===== config.mk =====
export PLATFORM = sky130hd
export DESIGN_NAME = if_stage_flat
export DESIGN_NICKNAME = d
export VERILOG_FILES = /design/src/rtl/if_stage_pkg.sv /design/src/rtl/if_stage_if.sv /design/src/rtl/if_stage_if_id_reg.sv /design/src/rtl/if_stage.sv /design/src/flat_wrapper.sv
export SDC_FILE = /design/constraint.sdc
export NUM_CORES = 1
export LEC_CHECK = 0
export ABC_AREA = 1
export CAP_MARGIN = 20
export CORE_MARGIN = 3
export CORE_UTILIZATION = 39
export CTS_CLUSTER_SIZE = 24
export DETAILED_ROUTE_END_ITERATION = 6
export SLEW_MARGIN = 20
export SYNTH_ARGS = -nofsm -noshare
export SYNTH_HDL_FRONTEND = slang
export SYNTH_HIERARCHICAL = 1
export SYNTH_SLANG_ARGS = --single-unit

===== constraint.sdc =====
create_clock -name clk -period 26.7 [get_ports clk]
set_clock_uncertainty 0.1 [all_clocks]
set_input_delay 8.01 -clock clk [delete_from_list [all_inputs] [get_ports clk]]
set_output_delay 8.01 -clock clk [all_outputs]
set_load 0.005 [all_outputs]

===== src/rtl/if_stage_pkg.sv =====
// rtl/if_stage_pkg.sv - shared types and constants for the instruction fetch stage
package if_stage_pkg;
  localparam int PC_W = 64;
  localparam logic [31:0] NOP = 32'h0000_0013;

  typedef enum logic [1:0] {
    ST_REQ   = 2'd0,
    ST_HOLD  = 2'd1,
    ST_DRAIN = 2'd2
  } fetch_state_t;

  function automatic logic [PC_W-1:0] pc_inc(input logic [PC_W-1:0] pc);
    return pc + PC_W'(4);
  endfunction
endpackage


===== src/rtl/if_stage_if.sv =====
// rtl/if_stage_if.sv - instruction memory request/response bundle
interface if_stage_if;
  import if_stage_pkg::*;

  logic            imem_req;
  logic [PC_W-1:0] imem_addr;
  logic            imem_ready;
  logic [31:0]     imem_rdata;

  modport master (output imem_req, imem_addr, input imem_ready, imem_rdata);
  modport slave  (input imem_req, imem_addr, output imem_ready, imem_rdata);
endinterface


===== src/rtl/if_stage_if_id_reg.sv =====
// rtl/if_stage_if_id_reg.sv - IF/ID pipeline register with write enable and flush-to-bubble
module if_id_reg import if_stage_pkg::*; (
  input  logic            clk,
  input  logic            reset,
  input  logic            write_en,
  input  logic            flush,
  input  logic [PC_W-1:0] pc_in,
  input  logic [31:0]     instr_in,
  output logic [PC_W-1:0] pc,
  output logic [31:0]     instr,
  output logic            valid
);
  // A bubble keeps the previous pc; only instr and valid are replaced.
  always_ff @(posedge clk) begin
    if (reset) begin
      pc    <= '0;
      instr <= NOP;
      valid <= 1'b0;
    end else if (flush) begin
      instr <= NOP;
      valid <= 1'b0;
    end else if (write_en) begin
      pc    <= pc_in;
      instr <= instr_in;
      valid <= 1'b1;
    end
  end
endmodule


===== src/rtl/if_stage.sv =====
// rtl/if_stage.sv - instruction fetch stage: PC, fetch FSM and one-entry stall buffer
module if_stage import if_stage_pkg::*; #(
  parameter logic [PC_W-1:0] RESET_PC = 64'h0
) (
  input  logic            clk,
  input  logic            reset,
  input  logic            enable_PCWrite,
  input  logic            enable_Write,
  input  logic            branch_taken,
  input  logic [PC_W-1:0] branch_target,
  if_stage_if.master      imem,
  output logic [PC_W-1:0] ifid_pc,
  output logic [31:0]     ifid_instr,
  output logic            ifid_valid
);
  fetch_state_t    state, next_state;
  logic [PC_W-1:0] pc, pc_d, buf_pc, drain_addr, req_addr;
  logic [31:0]     buf_instr;
  logic            req, pc_load, buf_load, drain_load, id_write, id_flush, from_buf;
  logic            advance;

  assign advance        = enable_Write && enable_PCWrite;
  assign imem.imem_req  = req;
  assign imem.imem_addr = req_addr;

  always_ff @(posedge clk) begin
    if (reset) state <= ST_REQ;
    else       state <= next_state;
  end

  always_comb begin
    next_state = state;
    req        = 1'b0;
    req_addr   = pc;
    pc_load    = 1'b0;
    pc_d       = pc;
    buf_load   = 1'b0;
    drain_load = 1'b0;
    id_write   = 1'b0;
    id_flush   = 1'b0;
    from_buf   = 1'b0;
    unique case (state)
      ST_REQ: begin
        req = 1'b1;
        if (imem.imem_ready) begin
          if (advance) begin
            id_write = 1'b1;
            pc_load  = 1'b1;
            pc_d     = pc_inc(pc);
          end else begin
            buf_load   = 1'b1;
            next_state = ST_HOLD;
          end
        end else if (enable_Write) begin
          id_flush = 1'b1;
        end
      end
      ST_HOLD: begin
        if (advance) begin
          id_write   = 1'b1;
          from_buf   = 1'b1;
          pc_load    = 1'b1;
          pc_d       = pc_inc(pc);
          next_state = ST_REQ;
        end
      end
      ST_DRAIN: begin
        // The abandoned request keeps its original address until it completes.
        req      = 1'b1;
        req_addr = drain_addr;
        if (imem.imem_ready) next_state = ST_REQ;
      end
      default: next_state = ST_REQ;
    endcase

    // Redirect overrides every stall decision made above.
    if (branch_taken) begin
      id_write = 1'b0;
      id_flush = 1'b1;
      buf_load = 1'b0;
      pc_load  = 1'b1;
      pc_d     = branch_target & ~PC_W'(3);
      if (state == ST_HOLD || imem.imem_ready) begin
        next_state = ST_REQ;
      end else begin
        next_state = ST_DRAIN;
        drain_load = (state == ST_REQ);
      end
    end
  end

  // HOLD state itself marks the buffer as valid, so no separate valid bit.
  always_ff @(posedge clk) begin
    if (reset)        pc <= RESET_PC;
    else if (pc_load) pc <= pc_d;
    if (buf_load) begin
      buf_pc    <= pc;
      buf_instr <= imem.imem_rdata;
    end
    if (drain_load) drain_addr <= pc;
  end

  if_id_reg u_if_id_reg (
    .clk      (clk),
    .reset    (reset),
    .write_en (id_write),
    .flush    (id_flush),
    .pc_in    (from_buf ? buf_pc : pc),
    .instr_in (from_buf ? buf_instr : imem.imem_rdata),
    .pc       (ifid_pc),
    .instr    (ifid_instr),
    .valid    (ifid_valid)
  );
endmodule


===== src/flat_wrapper.sv =====
// flat-port wrapper written by rule: the top's interface ports become plain ports
module if_stage_flat import if_stage_pkg::*;
#(
  parameter logic [PC_W-1:0] RESET_PC = 64'h0
)
  (clk, reset, enable_PCWrite, enable_Write, branch_taken, branch_target, ifid_pc, ifid_instr, ifid_valid, imem_imem_req, imem_imem_addr, imem_imem_ready, imem_imem_rdata);
  if_stage_if imem_i ();
  input  logic clk;
  input  logic reset;
  input  logic enable_PCWrite;
  input  logic enable_Write;
  input  logic branch_taken;
  input  logic [PC_W-1:0] branch_target;
  output logic [PC_W-1:0] ifid_pc;
  output logic [31:0] ifid_instr;
  output logic ifid_valid;
  output wire logic [$bits(imem_i.imem_req)-1:0] imem_imem_req;
  output wire logic [$bits(imem_i.imem_addr)-1:0] imem_imem_addr;
  input wire logic [$bits(imem_i.imem_ready)-1:0] imem_imem_ready;
  input wire logic [$bits(imem_i.imem_rdata)-1:0] imem_imem_rdata;
  assign imem_imem_req = imem_i.imem_req;
  assign imem_imem_addr = imem_i.imem_addr;
  assign imem_i.imem_ready = imem_imem_ready;
  assign imem_i.imem_rdata = imem_imem_rdata;
  if_stage #(.RESET_PC(RESET_PC)) u_core (.clk(clk), .reset(reset), .enable_PCWrite(enable_PCWrite), .enable_Write(enable_Write), .branch_taken(branch_taken), .branch_target(branch_target), .imem(imem_i), .ifid_pc(ifid_pc), .ifid_instr(ifid_instr), .ifid_valid(ifid_valid));
endmodule

# --- Word level (Yosys, flattened, before mapping) ---
# Index checks and enable logic that the tools add are counted.
totals:
  reg_bits: 323
  inputBits: 102
op_classes:
  n_addsub: 1
  eq_ne: 6
  mux: 31
  bitwise: 1
  reduce_logical: 9
ops:
  columns: ["operator", "n"]
  rows:
  - ["$mux W64", 5]
  - ["$pmux W64 S2", 1]
  - ["$add A64 B3 Y64 const B", 1]
  - ["$mux W32", 1]
  - ["$mux W1", 16]
  - ["$mux W2", 6]
  - ["$ne A3 B3 Y1 const B", 3]
  - ["$pmux W2 S3", 1]
  - ["$reduce_and A4 Y1", 1]
  - ["$reduce_or A2 Y1", 2]
  - ["$ne A3 B2 Y1 const B", 1]
  - ["$reduce_and A3 Y1", 1]
  - ["$reduce_bool A3 Y1", 1]
  - ["$eq A2 B1 Y1 const B", 1]
  - ["$eq A2 B2 Y1 const B", 1]
  - ["$logic_not A2 Y1", 1]
  - ["$pmux W1 S2", 1]
  - ["$reduce_and A2 Y1", 1]
  - ["$logic_and A1 B1 Y1", 1]
  - ["$logic_or A1 B1 Y1", 1]
  - ["$not A1 Y1", 1]

# --- Depth between registers and ports, before layout ---
# Gate-level depths: netlist (run 1).
logic_depth:
  word_depth: 6
  depth_mapped: 12
  ltp_nobuf: 12

# --- Cells and area by module ---
# The synthesis (run 1) kept the hierarchy.
by_module_without_submodules:
  columns: ["mod", "instances", "cells_per_inst", "area_each_um2"]
  rows:
  - ["if_stage", 1, 1287, 11106.9]
  - ["if_id_reg", 1, 556, 3896.2]

# --- Worst setup path before layout (run 1) ---
# OpenSTA, ideal clock, no wires.
synth_path:
  path_type: "in2reg"
  start: "input port branch_taken"
  end: "register u_core.drain_addr[10], enable pin"
  arrival_ns: 14.630
  required_time_ns: 25.964
  slack_ns: 11.335
  stages: 5
  path_buffers: 3
  cell_sequence: "buf_2 -> clkinv_1 -> buf_2 -> buf_1 -> nor4_1"
synth_via:
  elab_chain_len: 1
synth_rtl:
  columns: ["item", "line", "text"]
  rows:
  - ["start: declaration", "flat_wrapper.sv:12", "input logic branch_taken;"]
  - ["$mux W1", "if_stage.sv:77", "if (branch_taken) begin"]
  - ["named net u_core.drain_load", "if_stage.sv:19", "logic req, pc_load, buf_load, drain_load, id_write, id_flush, from_buf;"]
  - ["end signal: assignment", "if_stage.sv:100", "if (drain_load) drain_addr <= pc;"]
  - ["end: declaration", "if_stage.sv:17", "logic [PC_W-1:0] pc, pc_d, buf_pc, drain_addr, req_addr;"]
# The timed path passes the listed nets, and every way through them passes these cells.
# A chain may end at the register's enable or synchronous reset.

# --- Worst setup path in the final report (run 1) ---
layout_path:
  start: "input port branch_taken"
  end: "register u_core.u_if_id_reg.pc[5]"
layout_via:
  elab_chain_len: 3
layout_rtl:
  columns: ["item", "line", "text"]
  rows:
  - ["$mux W1", "if_stage.sv:77", null]
  - ["named net u_core.id_flush", "if_stage.sv:19", null]
  - ["$not A1 Y1 (no source line)", null, null]
  - ["$reduce_and A2 Y1 (no source line)", null, null]
  - ["end signal: assignment", "if_stage_if_id_reg.sv:23", "pc <= pc_in;"]
  - ["end: declaration", "if_stage_if_id_reg.sv:9", "output logic [PC_W-1:0] pc,"]
# The timed path passes the listed nets, and every way through them passes these cells.

==> results by group, run 1 <==
STA
  – Sum of negative setup slack: 0 ns
  – Final hold violation count: 0
  – Shortest period the worst path allows: 11.23 ns
  – Tightest hold margin: 0.359 ns
  – Timing-limited maximum frequency: 89.1 MHz
  – Final number of max-transition violations: 0
  – Setup repair after global routing missed its margin: false
  – Slew at the pin with the worst max-slew slack: 1.07 ns
  – Final setup fails: 0
  – Fraction of the cycle the final worst path needs: 0.421
  – Headroom to the max-slew limit: 0.290

Die
  – Initial Util: 0.397
  – Core Area: 0.0378 sq mm
  – Die Wd: 202 um
  – Chip height: 202 um
  – I/O pin count: 264
  – Number of rows in the core area: 71
  – Die area: 0.0409 sq mm

Yosys
  – Flip-flop and latch count after synthesis: 317
  – Proportion of register bits with asynchronous set or reset after synthesis: 0
  – Number of flops mapped to enable cells by yosys: 156
  – Post-synthesis area per instance: 8.14 sq um
  – Cell type with the largest total area after synthesis: edfxtp_1
  – Top cells by count, synth: nand2_1 (390), nor2_1 (382), a21oi_1 (172)
  – Sequential cell area fraction in the yosys report: 0.527
  – Gate count of the mapped netlist: 1843
  – Count of cell types in the netlist: 42
  – Fraction of post-synthesis cell area in the top cell type by area: 0.312
  – Cells taking the most area after synthesis: edfxtp_1 (31%), dfxtp_1 (21%), nand2_1 (9.8%)
  – Post-synth top flop: dfxtp_1
  – Post-synthesis instance area: 0.0150 sq mm
  – Yosys warning count: 6
  – Leading cell type by number of instances after synthesis: nand2_1

Power
  – Share of power burned in the clock network: 0.429
  – Share of total power in combinational logic: 0.104
  – Overall power: 1.18 mW
  – Int Power: 0.888 mW
  – Net switching power: 0.288 mW
  – Register share of total power: 0.467
  – Switching power share of the total: 0.245
  – Pwr/cell area: 61.4 mW/mm^2
  – Worst voltage drop across the vdd grid: 0.0365 mV
  – Leakage power total: 7.00 nW

Critical path
  – Start-to-end type of the worst setup path: primary input to register
  – Critical Path Source Type: primary input
  – Critical-path top delay cell: buf_4
  – Crit-path most repeated cell: buf_4
  – Endpoint type of the worst setup path: register
  – Critical Path Fanout Max: 60
  – Combined buffer and inverter count along the critical path: 6
  – Cell chain of the critical path: clkdlybuf4s50_1 -> buf_4 -> inv_2 -> buf_4 -> nand2_1 -> inv_2 -> buf_4 -> nand3_1 -> nand2_1 -> nor2_1
  – CP top delay family: buffers and inverters
  – Delay of the slowest critical-path stage: 0.66 ns
  – Arrival time at the worst endpoint: 11.56 ns
  – Required time at the endpoint of the critical path: 27.03 ns

Global routing
  – Maximum number of pins on one net before global-route repair: 86
  – Total congestion overflow: 0
  – Vias in the first global route: 12698
  – Global-route wire length before repair: 74.6 mm
  – Overall fraction of global-route tracks in use: 0.233
  – Antenna violations before repair: 0

Clocking
  – Clock slew at reported path FFs: 0.06 ns
  – Later-pin clock latency in the skew report: 0.54 ns
  – Master cell of the clock root buffer: clkbuf_16
  – CTS tree: done
  – Number of sinks handled by clock tree synthesis: 317
  – Number of resized instances in the post-cts repair step: 0
  – CTS Buf Count: 37
  – Hold buffer count at cts: 0
  – Setup bufs post-CTS: 0
  – Maximum number of buffers from clock root to sink: 3
  – Total number of H-tree levels: 2

Detailed routing
  – Via count normalized by instance count: 5.08
  – ANT nets after route: 0
  – Detailed Route WL: 48.9 mm
  – Number of iterations in the first detailed-routing pass: 5
  – Wire per inst: 18.8 um
  – Count of unresolved DRC violations after routing: 0
  – DR vias: 13228
  – Number of design-rule violations left by the first detailed-router iteration: 971

Placement
  – Final HPWL from detailed placement: 34.0 mm
  – Final weighted congestion in routability-driven placement: 0.918
  – IO Port Bufs: 259

Cells and area
  – Number of antenna repair diodes: 0
  – Util after Layout: 0.507
  – Layout cell share with drive strength beyond 1: 0.0831
  – P&R area growth vs syn: 27.6%
  – Final layout net count: 2169

Min path
  – Hold Path Class: register to register

Status
  – Result of the run: finished clean

Flow run
  – MaxCap Viol Count: 0
==> kinds of logic after synthesis <==
logic type               after synthesis  synth area share
AND/OR/NAND/NOR                      944             0.260
XOR/XNOR                              11           0.00642
multiplexers                          54            0.0405
adder cells (fa/ha/maj)                1          0.000834
flip-flops                           317             0.527
other                                  1          0.000250
AO/OA/AOI/OAI                        255            0.0916
buffers and inverters                260            0.0735
==> cells in the final DEF, fill, tap and decap left out, types with 2 or more instances in the layout <==
cell	Yosys	routed
nand2_1	390	388
bufinv_16	0	2
a31oi_1	21	21
clkbuf_8	1	6
nand4_1	10	10
a21oi_1	172	172
o31ai_1	2	2
o211ai_1	11	11
nor2_4	7	9
buf_4	5	14
inv_1	158	158
clkbuf_1	41	12
edfxtp_1	156	156
dfxtp_1	161	161
nor2_1	382	381
mux2_2	54	54
o21ai_0	37	37
nor2_2	12	11
nand2_2	8	8
clkinv_2	0	7
clkdlybuf4s50_1	0	258
clkbuf_16	0	38
nand2_4	3	5
nand3_1	126	126
a21oi_2	4	4
xnor2_1	2	2
conb_1	1	4
a32oi_1	2	2
inv_2	7	8
clkinv_1	2	2
xor2_1	9	9
nor2_8	2	2
==> layout make-up <==
class	count	area, sq um
sequential	317	7910
tap	511	639
clock inverter	12	135
fill	3676	18600
clock buffer	56	1080
timing repair buffer	274	2720
multi-input combinational	1269	6040
inverter	167	627
==> state kept, by name, indices dropped and copies added, names as in the netlist <==
register                  flops
u_core/state                  2
u_core/buf_instr             32
u_core/u_if_id_reg/instr     32
u_core/drain_addr            62
u_core/u_if_id_reg/pc        64
u_core/buf_pc                62
u_core/u_if_id_reg/valid      1
u_core/pc                    62
==> stage by stage <==
step	std cells	worst slack, ns	instance area [sq um]
final	2606	15.47	19100
after global routing	2606	15.23	19100
after CTS	2605	15.48	19100
after detailed placement	2537	14.93	17900
after global placement	2537	14.97	17900
after floorplan	1846	11.33	15000
==> per-layer routing <==
metal / share of wire / track usage
met1: 0.46 / 0.326
met2: 0.46 / 0.373
met3: 0.062 / 0.0388
met4: 0.026 / 0.0688
met5: 0 / 0
==> power groups by stage <==
stage	Clock, mW	Sequential, mW	Combinational [mW]
final	0.505	0.549	0.123
after global routing	0.537	0.551	0.134
after CTS	0.517	0.548	0.123
after detailed placement	0	0.559	0.122
after global placement	0	0.558	0.122
after floorplan	0	0.555	0.0616
==> final timing paths <==
kind | startpoint | to | slack, ns | cells after the start
setup / recovery | branch_taken | u_core/u_if_id_reg/pc[5] | 15.47 | 10
hold reg to reg | u_core/u_if_id_reg/instr[3] | u_core/u_if_id_reg/instr[3] | 0.36 | 2
hold / removal | u_core/u_if_id_reg/instr[3] | u_core/u_if_id_reg/instr[3] | 0.36 | 2
setup reg to reg | u_core/state[0] | u_core/pc[19] | 23.69 | 8
==> worst min-delay path: cells and delay by family, from the launching register on <==
family / cells / cell delay [ns]
AND/OR/NAND/NOR: 1 / 0.06
AO/OA/AOI/OAI: 1 / 0.05
flip-flops: 1 / 0.31
Note: power is estimated with default switching activity, not from simulation.
==> run 2: changes to the inputs <==
- clock period: 26.7 -> 10.5 ns (I/O delays scaled with it)
==> run 2 against run 1 <==
First-iteration DRC count shrank 10%. Hold slack about the same. Via count increased by 0.16%. Non-clock buffer count up 1. Largest power group unchanged. Register-to-register slack lost 16 ns. Largest cell class unchanged.
==> results by group, run 2 (synthesized netlist as in run 1, its figures left out) <==
Clocking
  – Maximum number of buffers from clock root to sink: 3 (unchanged)
  – Later-pin clock latency in the skew report: 0.53 ns (about the same)
  – Total number of H-tree levels: 2 (unchanged)
  – Master cell of the clock root buffer: clkbuf_16
  – CTS tree: done
  – Number of resized instances in the post-cts repair step: 0 (unchanged)
  – Hold buffer count at cts: 0 (unchanged)
  – Number of sinks handled by clock tree synthesis: 317 (unchanged)
  – CTS Buf Count: 37 (unchanged)
  – Setup bufs post-CTS: 0 (unchanged)
  – Clock slew at reported path FFs: 0.06 ns (about the same)

Die
  – Core Area: 0.0378 sq mm (unchanged)
  – I/O pin count: 264 (unchanged)
  – Die Wd: 202 um (unchanged)
  – Die area: 0.0409 sq mm (unchanged)
  – Initial Util: 0.397 (unchanged)
  – Number of rows in the core area: 71 (unchanged)
  – Chip height: 202 um (unchanged)

Placement
  – Final weighted congestion in routability-driven placement: 0.921 (+0.43%)
  – IO Port Bufs: 259 (unchanged)
  – Final HPWL from detailed placement: 34.2 mm (+0.71%)
  – Area post-placement: 0.0179 sq mm (+0.13%)

Detailed routing
  – ANT nets after route: 0 (unchanged)
  – Detailed Route WL: 49.0 mm (+0.17%)
  – DR vias: 13249 (+0.16%)
  – Wire per inst: 18.8 um (+0.13%)
  – Number of design-rule violations left by the first detailed-router iteration: 874 (-10%)
  – Number of iterations in the first detailed-routing pass: 5 (unchanged)
  – Via count normalized by instance count: 5.08 (+0.12%)
  – Count of unresolved DRC violations after routing: 0 (unchanged)

Power
  – Worst voltage drop across the vdd grid: 0.0915 mV (+150%)
  – Pwr/cell area: 157 mW/mm^2 (+160%)
  – Leakage power total: 7.02 nW (+0.27%)

Critical path
  – Combined buffer and inverter count along the critical path: 3 (-3)
  – Start-to-end type of the worst setup path: register to primary output
  – Required time at the endpoint of the critical path: 7.25 ns (-19.78 ns)
  – Critical-path top delay cell: buf_4
  – Cell chain of the critical path: inv_1 -> nand2_4 -> buf_4 -> mux2_2 -> clkdlybuf4s50_1
  – Critical Path Fanout Max: 59 (-1.7%)
  – Endpoint type of the worst setup path: primary output
  – CP top delay family: buffers and inverters
  – Arrival time at the worst endpoint: 3.14 ns (-8.42 ns)
  – Delay of the slowest critical-path stage: 0.63 ns (-0.03 ns)
  – Critical Path Source Type: register

STA
  – Headroom to the max-slew limit: 0.315 (+0.0255)
  – Timing-limited maximum frequency: 156 MHz
  – Sum of negative setup slack: 0 ns (unchanged)
  – Shortest period the worst path allows: 6.39 ns
  – Final number of max-transition violations: 0 (unchanged)
  – Final setup fails: 0 (unchanged)
  – Final hold violation count: 0 (unchanged)
  – Slew at the pin with the worst max-slew slack: 1.03 ns (-0.0382 ns)
  – Setup repair after global routing missed its margin: false
  – Fraction of the cycle the final worst path needs: 0.609

Cells and area
  – Most frequent cells in the layout: nand2_1 (388), nor2_1 (381), clkdlybuf4s50_1 (258), a21oi_1 (172), dfxtp_1 (161)
  – Final layout net count: 2170 (+0.046%)
  – Number of antenna repair diodes: 0 (unchanged)
  – Largest register FFs: 64 (unchanged)
  – Post-layout instance area: 0.0192 sq mm (about the same)
  – Most frequent standard cell in the layout excluding fill and tap cells: nand2_1
  – P&R area growth vs syn: 27.7% (about the same)
  – Layout cell share with drive strength beyond 1: 0.0868 (+0.00378)
  – Count of filler cells inserted in the layout: 3651 (-0.68%)
  – Largest register by flop count: u_core/u_if_id_reg/pc

Global routing
  – Maximum number of pins on one net before global-route repair: 82 (-4.7%)
  – Overall fraction of global-route tracks in use: 0.233 (about the same)
  – Met1 capacity usage during global routing: 0.322 (-0.00318)
  – Global-route wire length before repair: 74.7 mm (about the same)
  – GRT Max-Usage Layer: met2
  – Antenna violations before repair: 2 (+2)
  – Met2 track demand over resource in global routing: 0.372 (-0.000850)
  – Total congestion overflow: 0 (unchanged)
  – Met3 layer usage reported by global route: 0.0451 (+0.00628)
  – Vias in the first global route: 12560 (-1.1%)

Flow run
  – MaxCap Viol Count: 0 (unchanged)

Status
  – Result of the run: finished clean

Min path
  – Hold Path Class: register to register
[run 2: cell types whose count changed in the layout (fill, tap and decap cells not counted), moves of 2 or more]
cell      before  now
clkbuf_1      12    4
clkinv_2       7   11
buf_4         14   16
inv_6          0    2
[run 2: metal layers]
| layer | vias to the layer above | wire length [um] |
|---|---|---|
| met2 | 472 | 22200 |
| met4 | 4 | 1490 |
| met5 | - | 18 |
| met3 | 99 | 3260 |
| li1 | 6460 | - |
| met1 | 6214 | 22000 |
[run 2: tightest hold or removal path: stages (launching register included)]
cell	delay (ns)
dfxtp_1	0.30
nand2_1	0.06
a21oi_1	0.05
[run 2: worst paths after layout]
check                                                     to                    startpoint  depth (start not counted)  slack [ns]
worst max-delay path                      imem_imem_addr[24]               u_core/state[0]                          5        4.11
worst max register to register  u_core/u_if_id_reg/instr[19]               u_core/state[0]                          7        7.47
worst min register to register  u_core/u_if_id_reg/instr[18]  u_core/u_if_id_reg/instr[18]                          2        0.36
worst min-delay path            u_core/u_if_id_reg/instr[18]  u_core/u_if_id_reg/instr[18]                          2        0.36
[run 2: per-stage QoR]
| stage | setup WS (ns) | hold slack [ns] | total power [mW] | instances | utilization |
|---|---|---|---|---|---|
| 2_1_floorplan | 2.41 | 0.348 | 1.57 | 1846 | - |
| 3_3_place_gp | 3.86 | 0.342 | 1.73 | 2539 | 0.475 |
| 3_5_place_dp | 3.76 | 0.352 | 1.73 | 2539 | 0.475 |
| 4_1_cts | 4.07 | 0.362 | 3.04 | 2607 | 0.508 |
| 5_1_grt | 3.90 | 0.379 | 3.12 | 2607 | 0.508 |
| 6_report | 4.11 | 0.358 | 3.00 | 2607 | 0.508 |
[run 2: area by class of cell]
| type | instances | area, sq um | area share |
|---|---|---|---|
| Clock buffer | 50 | 1090 | 0.0567 |
| Clock inverter | 18 | 148 | 0.00770 |
| Inverter | 167 | 627 | 0.0327 |
| Multi-Input combinational cell | 1269 | 6050 | 0.316 |
| Sequential cell | 317 | 7910 | 0.413 |
| Tap cell | 511 | 639 | 0.0334 |
| Timing Repair Buffer | 275 | 2710 | 0.141 |
[run 2: power breakdown]
part | switching (mW) | internal (mW)
Combinational | 0.171 | 0.140
Clock | 0.520 | 0.778
Sequential | 0.0412 | 1.35
==> run 3: changes to the inputs <==
- clock period: 10.5 -> 5.9 ns (I/O delays scaled with it)
==> run 3 against run 2 <==
Register-to-register slack got worse by 4.5 ns. Cell count fell by 0.12%. Hold slack better by 0.0015 ns. Worst setup slack got worse by 2.9 ns. Power grew 73%. Non-clock buffer count stayed put. Via count is 0.30% lower. Combinational power up 79%. Global-route usage decreased by 0.057 points. Critical path depth is 1 higher. First-iteration DRC count fell by 2.9%.
==> results by group, run 3 (synthesized netlist as in run 1, its figures left out) <==
Min path
  – Hold Path Origin: u_core/u_if_id_reg/instr[2]
  – Hold Path Class: register to register

Cells and area
  – Largest register by flop count: u_core/u_if_id_reg/pc
  – Layout cell share with drive strength beyond 1: 0.0831 (-0.00370)
  – Final layout net count: 2169 (-0.046%)
  – Count of filler cells inserted in the layout: 3688 (+1.0%)
  – Number of antenna repair diodes: 0 (unchanged)
  – Util after Layout: 0.506 (-0.00123)
  – P&R area growth vs syn: 27.4%
  – Largest register FFs: 64 (unchanged)
  – Area used by sequential logic in the layout: 0.00791 sq mm (unchanged)
  – Most frequent cells in the layout: nand2_1 (388), nor2_1 (381), clkdlybuf4s50_1 (258), a21oi_1 (172), dfxtp_1 (161)
  – Most frequent standard cell in the layout excluding fill and tap cells: nand2_1
  – Multi-input gate area: 0.00605 sq mm (unchanged)

Clocking
  – Later-pin clock latency in the skew report: 0.55 ns (+0.02 ns)
  – CTS tree: done
  – Number of sinks handled by clock tree synthesis: 317 (unchanged)
  – Number of resized instances in the post-cts repair step: 0 (unchanged)
  – CTS Buf Count: 36 (-2.7%)
  – Maximum number of buffers from clock root to sink: 3 (unchanged)
  – Clock slew at reported path FFs: 0.06 ns (about the same)
  – Total number of H-tree levels: 2 (unchanged)
  – Hold buffer count at cts: 0 (unchanged)
  – Master cell of the clock root buffer: clkbuf_16
  – Setup bufs post-CTS: 0 (unchanged)

Placement
  – Pre-CTS setup slack: 1.18 ns (-2.58 ns)
  – Final HPWL from detailed placement: 34.1 mm (-0.39%)
  – Final weighted congestion in routability-driven placement: 0.921 (about the same)
  – IO Port Bufs: 259 (unchanged)

Die
  – Initial Util: 0.397 (unchanged)
  – Number of rows in the core area: 71 (unchanged)
  – I/O pin count: 264 (unchanged)
  – Die area: 0.0409 sq mm (unchanged)
  – Chip height: 202 um (unchanged)
  – Die Wd: 202 um (unchanged)
  – Core Area: 0.0378 sq mm (unchanged)

Power
  – Worst voltage drop across the vdd grid: 0.186 mV (+100%)
  – Overall power: 5.21 mW (+73%)
  – Pwr/cell area: 273 mW/mm^2 (+74%)
  – Leakage power total: 6.98 nW (-0.66%)

Detailed routing
  – Number of design-rule violations left by the first detailed-router iteration: 849 (-2.9%)
  – Number of iterations in the first detailed-routing pass: 5 (unchanged)
  – ANT nets after route: 0 (unchanged)
  – DR vias: 13209 (-0.30%)
  – Detailed Route WL: 48.8 mm (-0.52%)
  – Via count normalized by instance count: 5.07 (-0.19%)
  – Count of unresolved DRC violations after routing: 0 (unchanged)
  – Wire per inst: 18.7 um (-0.40%)

Critical path
  – Origin of the critical flop-to-flop path: u_core/state[1]
  – Start-to-end type of the worst setup path: register to primary output
  – Endpoint type of the worst setup path: primary output
  – Capture point of the worst path: imem_imem_addr[18]
  – Depth of the worst register-to-register path: 6 (-1)
  – Worst reg2reg path endpoint: u_core/u_if_id_reg/instr[8]
  – Arrival time at the worst endpoint: 2.79 ns (-0.35 ns)
  – Critical Path Source Type: register
  – Critical Path Fanout Max: 63 (+6.8%)
  – Reg2reg setup slack: 2.97 ns (-4.50 ns)
  – Required time at the endpoint of the critical path: 4.03 ns (-3.22 ns)
  – Source of the critical timing path: u_core/state[0]

STA
  – Headroom to the max-slew limit: 0.348 (+0.0329)
  – Shortest period the worst path allows: 4.66 ns
  – Timing-limited maximum frequency: 215 MHz
  – Final number of max-transition violations: 0 (unchanged)
  – Final hold violation count: 0 (unchanged)
  – Final setup fails: 0 (unchanged)
  – Fraction of the cycle the final worst path needs: 0.790
  – Setup repair after global routing missed its margin: false
  – Slew at the pin with the worst max-slew slack: 0.972 ns (-0.0554 ns)
  – Final WS setup: 1.24 ns (-2.87 ns)
  – Sum of negative setup slack: 0 ns (unchanged)

Global routing
  – Maximum number of pins on one net before global-route repair: 119 (+45%)
  – Vias in the first global route: 12533 (-0.21%)
  – Total congestion overflow: 0 (unchanged)
  – Global-route wire length before repair: 74.2 mm (-0.61%)
  – Overall fraction of global-route tracks in use: 0.232 (-0.000575)
  – Antenna violations before repair: 0 (-2)

Flow run
  – MaxCap Viol Count: 0 (unchanged)

Status
  – Result of the run: finished clean
-- run 3: critical path: stages (launching register included) --
cell and delay (ns):
dfxtp_1 0.40, inv_1 0.15, nand2_4 0.44, buf_12 0.33, nor2_1 0.07, a21oi_1 0.24, clkdlybuf4s50_1 0.56
-- run 3: routing by layer --
layer	up-vias	global-route usage	wire, um
met4	0	0.0616	978
li1	6457	-	-
met3	58	0.0401	3040
met1	6268	0.319	21900
met5	-	0	0
met2	426	0.382	22800
-- run 3: area by class of cell --
| type | instances | area share |
|---|---|---|
| inverter | 167 | 0.0328 |
| sequential | 317 | 0.414 |
| timing repair buffer | 275 | 0.144 |
| tap | 511 | 0.0334 |
| clock buffer | 53 | 0.0536 |
| multi-input combinational | 1269 | 0.316 |
| clock inverter | 12 | 0.00596 |
-- run 3: worst min-delay path by stage --
stage,to,depth (start not counted)
6_report,u_core/u_if_id_reg/instr[2],2
5_1_grt,u_core/u_if_id_reg/instr[27],2
4_1_cts,u_core/u_if_id_reg/instr[29],2
3_5_place_dp,u_core/u_if_id_reg/instr[0],2
3_3_place_gp,u_core/u_if_id_reg/instr[1],2
2_1_floorplan,u_core/buf_pc[63],0
-- run 3: per-stage QoR --
stage	hold slack, ns	instances	area (sq um)
floorplan	0.348	1846	15000
global placement	0.339	2539	18000
detailed placement	0.349	2539	18000
CTS	0.361	2604	19100
global route	0.371	2604	19100
finish	0.360	2604	19100
-- run 3: power by group --
part	internal (mW)	total [mW]	switching (mW)	leakage [nW]
Clock	1.26	2.17	0.914	0.557
Combinational	0.251	0.557	0.307	3.64
Sequential	2.41	2.48	0.0741	2.78
Total	3.92	5.21	1.29	6.98
